<file path="config.mk">
export PLATFORM = sky130hd
export DESIGN_NAME = tube_display_arbiter
export DESIGN_NICKNAME = d
export VERILOG_FILES = /design/src/rtl/tube_display_arbiter.sv
export SDC_FILE = /design/constraint.sdc
export NUM_CORES = 1
export LEC_CHECK = 0
export CAP_MARGIN = 20
export CORE_UTILIZATION = 46
export CTS_BUF_LIST = sky130_fd_sc_hd__clkbuf_4
export CTS_CLUSTER_SIZE = 10
export DETAILED_ROUTE_END_ITERATION = 12
export PLACE_DENSITY = 0.81
export SYNTH_ARGS = -nofsm -noshare
export SYNTH_HDL_FRONTEND = slang
export SYNTH_SLANG_ARGS = --single-unit
</file>
<file path="constraint.sdc">
create_clock -name clk -period 3.3 [get_ports clk]
set_clock_uncertainty 0.2 [all_clocks]
set_input_delay 0.66 -clock clk [delete_from_list [all_inputs] [get_ports clk]]
set_output_delay 0.66 -clock clk [all_outputs]
set_load 0.01 [all_outputs]
</file>
<file path="src/rtl/tube_display_arbiter.sv">
// Arbitrates the 8-digit seven-segment display between three requesters and scans the owner's
// digits onto two 4-digit banks. Optional digit blinking is built when DISP_BLINK_EN is defined.
module tube_display_arbiter #(
    parameter int unsigned SCAN_DIV    = 100000,
    parameter int unsigned HOLD_CYCLES = 50000000,
    parameter int unsigned BLINK_DIV   = 25000000
) (
    input  logic        clk,
    input  logic        rst_n,
    input  logic [2:0]  req,
    input  logic [31:0] disp_data0,
    input  logic [31:0] disp_data1,
    input  logic [31:0] disp_data2,
    input  logic [7:0]  disp_blank0,
    input  logic [7:0]  disp_blank1,
    input  logic [7:0]  disp_blank2,
    input  logic [7:0]  disp_dp0,
    input  logic [7:0]  disp_dp1,
    input  logic [7:0]  disp_dp2,
    input  logic [7:0]  blink_mask,
    output logic [2:0]  grant,
    output logic        busy,
    output logic [7:0]  tube_switch,
    output logic [7:0]  tube_character_left,
    output logic [7:0]  tube_character_right
);

    localparam int unsigned SW = $clog2(SCAN_DIV + 1);
    localparam int unsigned HW = $clog2(HOLD_CYCLES + 1);
    localparam logic [SW-1:0] DIV_LAST = SW'(SCAN_DIV - 1);
    localparam logic [HW-1:0] HOLD_MAX = HW'(HOLD_CYCLES);

    typedef enum logic {StIdle, StOwn} state_e;

    state_e        state;
    logic [HW-1:0] hold_cnt;
    logic [SW-1:0] div_cnt;
    logic [1:0]    slot;
    logic [2:0]    higher;
    logic [7:0]    blink_off;

    function automatic logic [2:0] top_one(input logic [2:0] r);
        if (r[2]) return 3'b100;
        if (r[1]) return 3'b010;
        if (r[0]) return 3'b001;
        return 3'b000;
    endfunction

    function automatic logic [7:0] hex_seg(input logic [3:0] h);
        logic [7:0] s;
        unique case (h)
            4'h0: s = 8'hFC;
            4'h1: s = 8'h60;
            4'h2: s = 8'hDA;
            4'h3: s = 8'hF2;
            4'h4: s = 8'h66;
            4'h5: s = 8'hB6;
            4'h6: s = 8'hBE;
            4'h7: s = 8'hE0;
            4'h8: s = 8'hFE;
            4'h9: s = 8'hF6;
            4'hA: s = 8'hEE;
            4'hB: s = 8'h3E;
            4'hC: s = 8'h9C;
            4'hD: s = 8'h7A;
            4'hE: s = 8'h9E;
            4'hF: s = 8'h8E;
        endcase
        return s;
    endfunction

    // Requesters that outrank the current owner and may preempt it.
    always_comb begin
        higher = 3'b000;
        case (grant)
            3'b001:  higher = 3'b110;
            3'b010:  higher = 3'b100;
            default: higher = 3'b000;
        endcase
    end

    always_ff @(posedge clk or negedge rst_n) begin
        if (!rst_n) begin
            state    <= StIdle;
            grant    <= 3'b000;
            hold_cnt <= '0;
        end else begin
            case (state)
                StIdle: begin
                    if (|req) begin
                        grant    <= top_one(req);
                        state    <= StOwn;
                        hold_cnt <= '0;
                    end
                end
                StOwn: begin
                    if (~|(req & grant)) begin
                        // Owner released: hand straight over, hold time does not apply.
                        grant    <= top_one(req);
                        hold_cnt <= '0;
                        if (~|req) state <= StIdle;
                    end else if ((|(req & higher)) && (hold_cnt == HOLD_MAX)) begin
                        grant    <= top_one(req & higher);
                        hold_cnt <= '0;
                    end else if (hold_cnt != HOLD_MAX) begin
                        hold_cnt <= hold_cnt + HW'(1);
                    end
                end
                default: begin
                    state    <= StIdle;
                    grant    <= 3'b000;
                    hold_cnt <= '0;
                end
            endcase
        end
    end

    assign busy = |grant;

    always_ff @(posedge clk or negedge rst_n) begin
        if (!rst_n) begin
            div_cnt <= '0;
            slot    <= 2'd0;
        end else if (div_cnt == DIV_LAST) begin
            div_cnt <= '0;
            slot    <= slot + 2'd1;
        end else begin
            div_cnt <= div_cnt + SW'(1);
        end
    end

`ifdef DISP_BLINK_EN
    localparam int unsigned BW = $clog2(BLINK_DIV + 1);
    localparam logic [BW-1:0] BLINK_LAST = BW'(BLINK_DIV - 1);

    logic [BW-1:0] blink_cnt;
    logic          blink_phase;

    always_ff @(posedge clk or negedge rst_n) begin
        if (!rst_n) begin
            blink_cnt   <= '0;
            blink_phase <= 1'b0;
        end else if (blink_cnt == BLINK_LAST) begin
            blink_cnt   <= '0;
            blink_phase <= ~blink_phase;
        end else begin
            blink_cnt <= blink_cnt + BW'(1);
        end
    end

    assign blink_off = blink_phase ? blink_mask : 8'h00;
`else
    logic unused_blink;
    assign unused_blink = ^{blink_mask, BLINK_DIV[0]};
    assign blink_off    = 8'h00;
`endif

    logic [31:0] sel_data;
    logic [7:0]  sel_blank;
    logic [7:0]  sel_dp;
    logic [2:0]  left_idx;
    logic [2:0]  right_idx;
    logic [7:0]  left_seg;
    logic [7:0]  right_seg;

    always_comb begin
        sel_data  = 32'h0;
        sel_blank = 8'h00;
        sel_dp    = 8'h00;
        case (grant)
            3'b001:  begin sel_data = disp_data0; sel_blank = disp_blank0; sel_dp = disp_dp0; end
            3'b010:  begin sel_data = disp_data1; sel_blank = disp_blank1; sel_dp = disp_dp1; end
            3'b100:  begin sel_data = disp_data2; sel_blank = disp_blank2; sel_dp = disp_dp2; end
            default: begin sel_data = 32'h0; sel_blank = 8'h00; sel_dp = 8'h00; end
        endcase
    end

    // 7-s and 3-s for a 2-bit slot are just the inverted slot with the bank bit on top.
    assign left_idx  = {1'b1, ~slot};
    assign right_idx = {1'b0, ~slot};

    always_comb begin
        left_seg  = hex_seg(sel_data[{left_idx, 2'b00} +: 4]) | {7'b0, sel_dp[left_idx]};
        right_seg = hex_seg(sel_data[{right_idx, 2'b00} +: 4]) | {7'b0, sel_dp[right_idx]};
        if (sel_blank[left_idx] || blink_off[left_idx]) left_seg = 8'h00;
        if (sel_blank[right_idx] || blink_off[right_idx]) right_seg = 8'h00;
    end

    always_ff @(posedge clk or negedge rst_n) begin
        if (!rst_n) begin
            tube_switch          <= 8'h00;
            tube_character_left  <= 8'h00;
            tube_character_right <= 8'h00;
        end else if (grant == 3'b000) begin
            tube_switch          <= 8'h00;
            tube_character_left  <= 8'h00;
            tube_character_right <= 8'h00;
        end else begin
            tube_switch          <= (8'h80 >> slot) | (8'h08 >> slot);
            tube_character_left  <= left_seg;
            tube_character_right <= right_seg;
        end
    end

endmodule
</file>
==> metrics.cfg <==
[place]
place.gp.congestion=0.920
io_buffers=176
preCtsSetupSlack_ns=0.149
hpwlAfterDp_um=12000

[clock_tree]
cts_resized=0
cts_hold_buf=0
cts_buffers=9
clk_latency_ns=0.42
tritoncts=yes
clk_transition_reported_paths_ns=0.13
cts.repair_timing.setup_buffer_count=0
cts_buffer_depth=2
clock_sinks=69
cts_max_level=3
root_buffer=clkbuf_4

[timing]
finalWorstSetupSlack_ns=0.227
min_period_ns=3.07
setup_violations=0
worst_pin_slew_ns=0.769
grt_setup_unrepaired=false
max_freq_mhz=325
hold_viol=0
finalSetupTns_ns=0
slew-limit-headroom=0.488
fin_crit_sh=0.931
slew_violations=0

[routing]
vias=5135
first_iter_violations=500
ant_nets=0
vias_per_cell=5.78
drt-total-wl_um=15700
route.detailed.drc=0
wl_per_cell_um=17.6
drtPass1Iterations=6

[global_route]
grt_pass1_wl_um=24800
grt_pass1_vias=5041
grtUsageTotal=0.286
antenna_found_initial=1
grt_max_degree=38
overflow=0

[floorplan]
coreArea_um2=10300
io_pins=185
start_util=0.473
num_rows=37
die_w_um=105
die-height_um=105
die_area_um2=11000

[yosys]
yosysUniqueCellTypes=64
synth_ff_type=dfrtp_1
synth_area_um2=4890
async_flop_share=1.00
synth.top_cell.area_share=0.353
netlist_top_cells_area=dfrtp_1 35%, a22oi_1 5.4%, nor2_1 5.2%
synth_edf_count=0
syn_inst=570
yosys_warnings=0
synth-seq-cells=69
synth_fp_nets=746
avgSynthCellArea_um2=8.57
synth_top_cell_by_area=dfrtp_1
seq_area_frac_synth=0.353

[run]
maxCapViolCount=0

[critical_path]
r2r-start=hold_cnt[1]
required_ns=3.40
reg2reg_depth=10
crit_arrival_ns=3.18
start_kind=flip-flop
endpoint_kind=flip-flop
rr_endpoint=hold_cnt[11]
path_max_fanout=7
r2r_setup_slack_ns=0.23
crit_type=flip-flop to flip-flop

[power]
p_leak_nw=2.86
ir_worst_vdd_v=0.000242
p_per_area_nw_per_um2=479

[final_layout]
final_common_cell=clkdlybuf4s50_1
mostFrequentLayoutCells=175 x clkdlybuf4s50_1, 69 x dfrtp_1, 68 x nor2_1
postLayoutCoreUtil=0.682
areaGrowthSynthToFinish_pct=44.0
final_layout_size_suffix_gt1_frac=0.0904
final_nets=923

[worst_hold_path]
hp-class=input port to async pin

[outcome]
status=finished clean

state kept, by name (all words and copies together), names as in the netlist:
register              cells
slot                      2
tube_character_right      8
tube_character_left       8
div_cnt                  17
grant                     3
tube_switch               4
hold_cnt                 26
state                     1
per-layer routing:
metal,GRT usage,vias to the layer above,part of all wire
li1,-,2425,-
met1,0.353,2455,0.42
met2,0.504,228,0.49
met3,0.0549,27,0.069
met4,0.0855,0,0.018
met5,0,-,0
cells in the mapped netlist, types with 13 or more instances:
| cell | n |
|---|---|
| dfrtp_1 | 69 |
| nor2_1 | 68 |
| a21oi_1 | 40 |
| a22oi_1 | 35 |
| o21ai_0 | 35 |
| nand2_1 | 29 |
| clkbuf_1 | 23 |
| inv_1 | 23 |
| xnor2_1 | 20 |
| ha_1 | 19 |
| nor3_1 | 16 |
| nand3_1 | 13 |
| nand4_1 | 13 |
| nor2b_1 | 13 |
| xor2_1 | 13 |
worst max-delay path, stage by stage, from the launching register on:
cell	delay, ns
dfrtp_1	0.46
inv_1	0.09
ha_1	0.13
or4b_1	0.41
or4_1	0.55
or4_4	0.53
o21ai_2	0.14
buf_4	0.16
nor3_1	0.06
xnor2_1	0.17
nor2_1	0.06
final cells by class:
cell class / count / area (um^2)
Timing Repair Buffer: 206 / 2020
Multi-Input combinational cell: 437 / 2890
Fill cell: 837 / 3280
Inverter: 24 / 90.1
Sequential cell: 69 / 1730
Tap cell: 136 / 170
Clock buffer: 9 / 67.6
Antenna cell: 1 / 2.50
Clock inverter: 7 / 71.3
how the worst max path moves through the flow:
stage,from,slack (ns),depth (start not counted),to
after floorplan,grant[0],0.15,11,tube_character_right[4]
after global placement,disp_data1[20],0.18,8,tube_character_left[1]
after detailed placement,disp_data1[20],0.15,8,tube_character_left[1]
after CTS,hold_cnt[1],0.23,10,hold_cnt[11]
after global routing,hold_cnt[1],0.07,10,hold_cnt[11]
final,hold_cnt[1],0.23,10,hold_cnt[11]
stage by stage:
step / cells / hold WS (ns) / cell area [um^2] / power (mW)
after floorplan: 570 / 0.164 / 4890 / 2.02
after global placement: 872 / 0.262 / 6900 / 2.77
after detailed placement: 872 / 0.274 / 6900 / 2.82
after CTS: 888 / 0.0979 / 7040 / 3.36
after global routing: 889 / 0.126 / 7040 / 3.57
final: 889 / 0.101 / 7040 / 3.37
kinds of logic (layout without fill, tap and decap cells):
group           count (synthesis)  in the layout  share of synthesized area
simple gates                  202            202                      0.212
compound gates                168            168                      0.228
flops                          69             69                      0.353
buf+inv                        64            246                     0.0573
xor+xnor                       35             35                     0.0658
fa+ha+maj                      19             19                     0.0486
mux                            13             13                     0.0351
other cells                     0              1                          0
power by group:
group / leakage, nW / switching (mW) / internal (mW)
combinational: 1.86 / 0.933 / 0.872
sequential: 0.918 / 0.0591 / 0.954
clock: 0.0805 / 0.317 / 0.234
Note: power is estimated with default switching activity, not from simulation.
==> patch, RTL diff (same settings) <==
Change the parameter `SCAN_DIV` from 100000 to 200000.
--- a/src/rtl/tube_display_arbiter.sv
+++ b/src/rtl/tube_display_arbiter.sv
@@ -1,7 +1,7 @@
 // Arbitrates the 8-digit seven-segment display between three requesters and scans the owner's
 // digits onto two 4-digit banks. Optional digit blinking is built when DISP_BLINK_EN is defined.
 module tube_display_arbiter #(
-    parameter int unsigned SCAN_DIV    = 100000,
+    parameter int unsigned SCAN_DIV    = 200000,
     parameter int unsigned HOLD_CYCLES = 50000000,
     parameter int unsigned BLINK_DIV   = 25000000
 ) (
Formal check against the unedited RTL: same outputs for any inputs over 10 cycles, from zero or initial values and one cycle with rst_n low; that may be too few to reach the edited logic, so the function may still have changed.
==> patch against the original RTL <==
  * Sequential cell count rose by 1
  * Total power increased by 21%
  * Clock power grew 25%
  * Synthesized cell count decreased by 1.1%
  * First-iteration DRC count decreased by 40%
  * Synthesized area is 1.7% higher
  * Setup slack worse by 20 ps
  * Design area shrank 0.59%
  * Die area is 1.7% higher
  * Core utilization down 1.0 points
  * Global-route usage down 1.9 points
  * Wire length is 5.8% lower
  * Sequential power grew 7%
  * Critical endpoint is now tube_character_left[2]$_DFF_PN0_
  * Largest power group unchanged
  * Highest routed layer unchanged
==> patch: results (changes against the original RTL) <==
The DRC marker count from the first detailed-route iteration came out at 300 (was 500). Peak supply drop: 0.000309 V (was 0.000242 V). The average size of a mapped cell works out to 8.82 sq um (was 8.57 sq um). The placed cell count is 860 (was 872). Worst min-delay path class: in -> async (unchanged). The count of yosys warnings during synthesis was 0 (unchanged); the count of cell types in the netlist was 67 (was 64). The post-CTS resize count was 1 (was 0); the vias per cell was 5.77 (was 5.78). The family of cells with the greatest summed delay on the critical path is simple AND/OR/NAND/NOR gates (unchanged). Top post-synthesis cells by count: sky130_fd_sc_hd__dfrtp_1, sky130_fd_sc_hd__nor2_1, sky130_fd_sc_hd__a21oi_1, sky130_fd_sc_hd__nand2_1, sky130_fd_sc_hd__a22oi_1 (was sky130_fd_sc_hd__dfrtp_1, sky130_fd_sc_hd__nor2_1, sky130_fd_sc_hd__a21oi_1, sky130_fd_sc_hd__a22oi_1, sky130_fd_sc_hd__o21ai_0). The largest incremental delay on the critical path came out at 660 ps (was 550 ps). The tools report the fill cell total of the finished layout as 872 (was 837). Cell types with the largest area share after synthesis: sky130_fd_sc_hd__dfrtp_1, sky130_fd_sc_hd__a22oi_1, sky130_fd_sc_hd__a21oi_1 (was sky130_fd_sc_hd__dfrtp_1, sky130_fd_sc_hd__a22oi_1, sky130_fd_sc_hd__nor2_1).

For the pin count of the biggest net entering global routing, the log shows 32 (was 38). The storage element area is 1750 sq um (was 1730 sq um), and the number of nets in the synthesized netlist is 740 (was 746). The first-pass iteration count of the detailed router came out at 5 (was 6).

The clock-pin slew reported for the worst setup and hold paths after clock tree synthesis is 110 ps (was 130 ps). The tools report the number of antenna violations at the first check in global routing as 0 (was 1). Leading registers by flop count: hold_cnt: 26 flops, div_cnt: 18 flops (was hold_cnt: 26 flops, div_cnt: 17 flops). For the overall routed net length, the log shows 14.8 mm (was 15.7 mm). The slowest stage cell on the critical path is sky130_fd_sc_hd__dfrtp_1 (was sky130_fd_sc_hd__or4_1). The run gives 26.7% (was 28.6%) as the overall fraction of global-route tracks in use.

The total number of nets in the final design was 911 (was 923); the share of post-route cells with drive strength above 1 was 9.19% (was 9.04%). The routed wire length per instance was 16.9 microns (was 17.6 microns). The run gives 5072 (was 5041) as the via count of the first global-routing pass. The global placer's final weighted congestion is 0.909 (was 0.920). The tools report the master cell of the clock root buffer as sky130_fd_sc_hd__clkbuf_4 (unchanged). For the wire length of the first global-routing pass, the log shows 23.8 mm (was 24.8 mm). Leakage power of the design: 2.85 nW (was 2.86 nW). The share of synthesized registers carrying an async set or reset was 100% (unchanged). The biggest fanout along the worst timing path was 12 (was 7); the insertion delay of the later-clocked pin in the worst-skew pair was 410 ps. For the post-place setup slack, the log shows 178 ps (was 149 ps). The antenna diode count was 0 (was 1); the HPWL after detailed placement was 11.7 mm (was 12.0 mm). The worst slew margin relative to its limit is 51.7% (was 48.8%), and the port buffer count is 176 (unchanged). The run gives 3220 ps (was 3180 ps) as the data arrival time of the critical path.

The standard cell area after detailed placement came out at 6810 sq um (was 6900 sq um). For the sequential element share of the synthesized area, the log shows 35.2% (was 35.3%). The run finished with clean final reports.
## patch: final timing paths
path | from | end | slack, ps | cells after the start
min in group clk | div_cnt[0]$_DFF_PN0_ | div_cnt[0]$_DFF_PN0_ | 300 | 1
worst min register to register | div_cnt[0]$_DFF_PN0_ | div_cnt[0]$_DFF_PN0_ | 300 | 1
worst min-delay path | rst_n | hold_cnt[10]$_DFFE_PN0P_ | 90 | 1
max in group asynchronous | rst_n | hold_cnt[4]$_DFFE_PN0P_ | 2040 | 2
worst max register to register | grant[0]$_DFFE_PN0P_ | tube_character_left[2]$_DFF_PN0_ | 210 | 7
worst max-delay path | grant[0]$_DFFE_PN0P_ | tube_character_left[2]$_DFF_PN0_ | 210 | 7
## patch: report_power, final
part           switching, mW  internal, mW  leakage (nW)  total (mW)
Sequential            0.0937         0.989         0.929        1.08
Combinational           1.26          1.04          1.83        2.29
Clock                  0.291         0.397        0.0961       0.688
## patch: cells by family (layout without fill, tap and decap cells)
kind of cell | Yosys count | count (layout) | share of synthesized area [%]
and+or+nand+nor | 204 | 204 | 21.4
buffers and inverters | 52 | 228 | 6.19
AOI/OAI and AO/OA | 166 | 166 | 21.8
muxes | 11 | 11 | 3.20
xor gates and xnor gates | 42 | 42 | 7.40
DFF | 70 | 70 | 35.2
adders and majority gates | 19 | 19 | 4.78
## patch: metal layers
layer / GRT usage [%] / up-vias / wire length (microns)
met1: 32.2 / 2435 / 6090
met5: 0 / - / 0
met4: 6.55 / 0 / 199
met3: 6.19 / 18 / 900
li1: - / 2387 / -
met2: 47.9 / 215 / 7590
## patch: final cells by class
type                            count  share of cell area (%)
Clock buffer                       11                    1.18
Clock inverter                      5                    1.39
Inverter                           15                   0.805
Multi-Input combinational cell    442                    41.8
Sequential cell                    70                    25.0
Tap cell                          136                    2.43
Timing Repair Buffer              197                    27.4
